$ cat src/rtl/serial_operand_driver.sv
// Serial operand driver: shifts two operands LSB first into a serial
// adder and collects the returned sum and carry into a parallel result.
module serial_operand_driver #(
    parameter int WIDTH = 8
) (
    input  logic             clk,
    input  logic             rst,
    input  logic             start,
    input  logic [WIDTH-1:0] op_a,
    input  logic [WIDTH-1:0] op_b,
    output logic             ready,
    output logic             out_A,
    output logic             out_B,
    output logic             frame,
    output logic             first,
    input  logic             sum_in,
    input  logic             cout_in,
    output logic [WIDTH:0]   result,
    output logic             done
);

    localparam int CW = (WIDTH > 1) ? $clog2(WIDTH) : 1;
    localparam logic [CW-1:0] LAST = CW'(WIDTH - 1);

    typedef enum logic [1:0] {
        IDLE,
        SHIFT,
        DRAIN,
        DONE
    } state_t;

    state_t           state_q, state_d;
    logic [WIDTH-1:0] sh_a_q, sh_a_d;
    logic [WIDTH-1:0] sh_b_q, sh_b_d;
    logic [WIDTH-1:0] cap_q, cap_d;
    logic [CW-1:0]    cnt_q, cnt_d;
    logic [WIDTH:0]   result_q, result_d;
    logic             out_a_q, out_a_d;
    logic             out_b_q, out_b_d;
    logic             frame_q, frame_d;
    logic             first_q, first_d;
    logic             done_q, done_d;
    logic             ready_q, ready_d;

    // Next-state and next-output logic; serial outputs are precomputed
    // one cycle ahead so every output leaves straight from a flop.
    always_comb begin
        state_d  = state_q;
        sh_a_d   = sh_a_q;
        sh_b_d   = sh_b_q;
        cap_d    = cap_q;
        cnt_d    = cnt_q;
        result_d = result_q;
        out_a_d  = 1'b0;
        out_b_d  = 1'b0;
        frame_d  = 1'b0;
        first_d  = 1'b0;
        done_d   = 1'b0;
        ready_d  = 1'b0;
        unique case (state_q)
            IDLE: begin
                ready_d = 1'b1;
                if (start) begin
                    state_d = SHIFT;
                    ready_d = 1'b0;
                    sh_a_d  = {1'b0, op_a[WIDTH-1:1]};
                    sh_b_d  = {1'b0, op_b[WIDTH-1:1]};
                    out_a_d = op_a[0];
                    out_b_d = op_b[0];
                    frame_d = 1'b1;
                    first_d = 1'b1;
                    cnt_d   = '0;
                end
            end
            SHIFT: begin
                // The adder's sum lags by one cycle, so nothing valid
                // arrives until the second shift cycle.
                if (cnt_q != '0) begin
                    cap_d = {sum_in, cap_q[WIDTH-1:1]};
                end
                if (cnt_q == LAST) begin
                    state_d = DRAIN;
                end else begin
                    cnt_d   = cnt_q + CW'(1);
                    out_a_d = sh_a_q[0];
                    out_b_d = sh_b_q[0];
                    sh_a_d  = {1'b0, sh_a_q[WIDTH-1:1]};
                    sh_b_d  = {1'b0, sh_b_q[WIDTH-1:1]};
                    frame_d = 1'b1;
                end
            end
            DRAIN: begin
                cap_d    = {sum_in, cap_q[WIDTH-1:1]};
                result_d = {cout_in, sum_in, cap_q[WIDTH-1:1]};
                done_d   = 1'b1;
                state_d  = DONE;
            end
            DONE: begin
                ready_d = 1'b1;
                state_d = IDLE;
            end
            default: begin
                ready_d = 1'b1;
                state_d = IDLE;
            end
        endcase
    end

    // State and output registers with asynchronous reset.
    always_ff @(posedge clk or posedge rst) begin
        if (rst) begin
            state_q  <= IDLE;
            sh_a_q   <= '0;
            sh_b_q   <= '0;
            cap_q    <= '0;
            cnt_q    <= '0;
            result_q <= '0;
            out_a_q  <= 1'b0;
            out_b_q  <= 1'b0;
            frame_q  <= 1'b0;
            first_q  <= 1'b0;
            done_q   <= 1'b0;
            ready_q  <= 1'b1;
        end else begin
            state_q  <= state_d;
            sh_a_q   <= sh_a_d;
            sh_b_q   <= sh_b_d;
            cap_q    <= cap_d;
            cnt_q    <= cnt_d;
            result_q <= result_d;
            out_a_q  <= out_a_d;
            out_b_q  <= out_b_d;
            frame_q  <= frame_d;
            first_q  <= first_d;
            done_q   <= done_d;
            ready_q  <= ready_d;
        end
    end

    assign ready  = ready_q;
    assign out_A  = out_a_q;
    assign out_B  = out_b_q;
    assign frame  = frame_q;
    assign first  = first_q;
    assign result = result_q;
    assign done   = done_q;

endmodule

$ cat config.mk
export PLATFORM = sky130hd
export DESIGN_NAME = serial_operand_driver
export DESIGN_NICKNAME = d
export VERILOG_FILES = /design/src/rtl/serial_operand_driver.sv
export SDC_FILE = /design/constraint.sdc
export NUM_CORES = 1
export LEC_CHECK = 0
export ABC_AREA = 1
export CAP_MARGIN = 20
export CORE_ASPECT_RATIO = 0.6
export CORE_MARGIN = 4
export CORE_UTILIZATION = 40
export DETAILED_ROUTE_END_ITERATION = 8
export PLACE_DENSITY = 0.66
export SETUP_SLACK_MARGIN = 0.3
export SYNTH_ARGS = -nofsm -noshare
export SYNTH_HDL_FRONTEND = slang
export SYNTH_SLANG_ARGS = --single-unit
$ cat constraint.sdc
create_clock -name clk -period 1.61 [get_ports clk]
set_clock_uncertainty 0.1 [all_clocks]
set_input_delay 0.322 -clock clk [delete_from_list [all_inputs] [get_ports clk]]
set_output_delay 0.322 -clock clk [all_outputs]
set_load 0.03 [all_outputs]
==> results_dict.tcl <==
set metrics [dict create \
    path_cells "inv_4, ha_4, buf_6, nand3_4, nand3_1, nand2_1" \
    yosys.cell_types.count 20 \
    grt_usage 0.153 \
    grt_overflow_total 0 \
    seqPwrFrac 0.284 \
    power_leakage_uw 0.00148 \
    fp.dieH_um 61.8 \
    ant_nets 0 \
    slew_viol_final 0 \
    clk-insertion-delay-late_ns 0.29 \
    finalSetupViolations 0 \
    period_needed_ns 1.45 \
    via_count 1604 \
    numCtsBuffers 5 \
    p_per_area_nw_per_um2 2130 \
    ys_warn_count 0 \
    io_pins 36 \
    relSlewSlack 0.850 \
    root_buffer "clkbuf_8" \
    dieArea_um2 6040 \
    worst-endpoint-required_ns 1.69 \
    switching_share 0.427 \
    finish.instance_area_um2 2880 \
    ys_seq_elements 41 \
    end_kind "flip-flop" \
    pwr-share-comb 0.588 \
    grt_pass1_vias 1468 \
    drc 0 \
    area_growth_pct 49.1 \
    antenna_found_initial 0 \
    diodes 0 \
    netlist_top_cells_area "dfrtp_1 (52%), nand2_1 (20%), nand3_1 (7.0%)" \
    final_util 0.625 \
    crit_type "reg2reg" \
    synth_top_area_cell "dfrtp_1" \
    crit_arrival_ns 1.53 \
    fmax_mhz 688 \
    syn_nets 249 \
    rsz0062_at_grt "yes" \
    max_slew.worst_pin.slew_ns 0.226 \
    drtPass1Iterations 4 \
    grt_pass1_wl_um 7180 \
    viasPerCell 4.70 \
    final_nets 306 \
    initialDrtViolationCount 83 \
    cp_slowest_stage_delay_ns 0.45 \
    whs_ns 0.341 \
    fin_tns_setup_ns 0 \
    rr_startpoint "state_q[1]" \
    holdBufCountCts 0 \
    wl_um 4700 \
    start_util 0.419 \
    dp_hpwl_um 2710 \
    cts_tree "done" \
    syn_inst 221 \
    r2r_slack_ns 0.16 \
    fp-row-count 19 \
    place_area_um2 2480 \
    intPower_uw 3520 \
    outcome "finished clean" \
    die_w_um 97.7 \
    post_drt_wl_per_cell_um 13.8 \
    min_period_over_period 0.903 \
    grt_max_degree 42 \
    min_path_type "in2async" \
    port_buffers 35 \
    finalHoldViolations 0 \
    worstRegToRegCells 6 \
    rr_endpoint "cap_q[1]" \
    pwr-share-clk 0.128 \
    pre_cts_ws_ns -0.00372 \
    clkTransAtPathRegs_ns 0.08 \
    yosysSeqAreaShare 0.532 \
    synth_top_area_frac 0.518 \
    timing.max_cap.violations 0 \
    critPathMaxFanout 8 \
    h-tree-depth 2 \
    cts.sinks 41 \
    postSynthAreaPerCell_um2 8.74 \
    drive_gt1_frac 0.313 \
    synth_area_um2 1930 \
    worstSetupStartpointType "flip-flop" \
    p_sw_uw 2620 \
    setup_slack_ns 0.156 \
    cts_buffer_depth 2 \
    cp_slowest_cell "dfrtp_2" \
    core_um2 4610 \
    gp_congestion 0.742 \
    max-vdd-ir-drop_mv 1.22 \
]
Yosys cell counts:
cell type / n
dfrtp_1: 40
nand2_2: 1
or2_2: 1
nand3_2: 1
inv_1: 14
nand3_1: 27
ha_1: 7
nand3_4: 1
nand2_4: 1
o21ai_0: 1
a21oi_1: 1
nand2_1: 101
clkinv_1: 1
mux2_2: 9
buf_4: 3
nor2_1: 4
buf_2: 4
inv_2: 1
buf_6: 2
dfstp_2: 1
layout by cell type (no fill, tap or decap), types with 2 or more instances in the layout:
cell type | synthesis | routed
nand2_4 | 1 | 2
nand2_1 | 101 | 88
nand3_2 | 1 | 2
dfrtp_2 | 0 | 2
dfrtp_1 | 40 | 38
clkdlybuf4s50_1 | 0 | 20
buf_4 | 3 | 14
nor2_1 | 4 | 4
ha_1 | 7 | 2
ha_4 | 0 | 4
clkbuf_8 | 0 | 5
nand3_1 | 27 | 26
nand3_4 | 1 | 3
mux2_4 | 0 | 9
buf_6 | 2 | 5
inv_1 | 14 | 10
buf_2 | 4 | 10
nand2_8 | 0 | 6
buf_12 | 0 | 6
inv_4 | 0 | 3
nand2_2 | 1 | 8
worst max-delay path: cells and delay by family (launching register included):
| family | cells | cell delay (ns) |
|---|---|---|
| simple gates | 3 | 0.36 |
| buf+inv | 2 | 0.22 |
| flops | 1 | 0.45 |
| fa+ha+maj | 1 | 0.21 |
worst max path at each step:
stage	to	cells after the start	from	slack [ns]
6_report	cap_q[1]	6	state_q[1]	0.16
5_1_grt	sh_a_q[0]	7	state_q[1]	0.09
4_1_cts	cap_q[7]	7	state_q[1]	0.20
3_5_place_dp	sh_a_q[3]	6	start	-0.004
3_3_place_gp	sh_a_q[2]	6	start	0.05
2_1_floorplan	sh_b_q[1]	8	state_q[1]	0.24
layer usage:
metal | share of wire | up-vias | global-route usage
met4 | 0.010 | 0 | 0.0493
met5 | 0 | - | 0
met3 | 0.059 | 7 | 0.0546
li1 | - | 811 | -
met1 | 0.50 | 747 | 0.221
met2 | 0.43 | 39 | 0.215
layout make-up:
cell class | instances | area (um2)
Fill cell | 380 | 1730
Multi-Input combinational cell | 158 | 1030
Sequential cell | 41 | 1030
Timing Repair Buffer | 56 | 557
Tap cell | 63 | 78.8
Inverter | 16 | 76.3
Clock buffer | 5 | 68.8
Clock inverter | 2 | 35.0
logic make-up (layout without fill, tap and decap cells):
kind of cell	count (synthesis)	count (layout)	synth area share
mux	9	9	0.0525
simple gates	137	140	0.301
flops	41	41	0.532
buf+inv	25	79	0.0648
compound gates	2	2	0.00518
fa+ha+maj	7	7	0.0453
power groups by stage:
stage	clock network [uW]	logic, uW	registers, uW
floorplan	0	1920	2000
global placement	0	2770	1740
detailed placement	0	2800	1750
CTS	804	3030	1720
global route	857	3920	1790
finish	786	3610	1740
metrics by stage:
step           total power (uW)  cells
2_1_floorplan              3910    221
3_3_place_gp               4510    314
3_5_place_dp               4550    314
4_1_cts                    5560    331
5_1_grt                    6570    341
6_report                   6140    341
timing repair:
action | in CTS | in global routing
cloned | 2 | 2
endpoints found under the setup margin | 50 | 42
setup buffers | 8 | 8
resized for setup | 77 | 31
pin swaps | 2 | 2
flip-flops by register name (all words and copies together), names as in the netlist:
| register | flops |
|---|---|
| frame | 1 |
| ready | 1 |
| cap_q | 7 |
| state_q | 2 |
| result | 9 |
| first | 1 |
| done | 1 |
| sh_a_q | 7 |
| out_B | 1 |
| out_A | 1 |
| sh_b_q | 7 |
| cnt_q | 3 |
(Power assumes the default switching activity.)
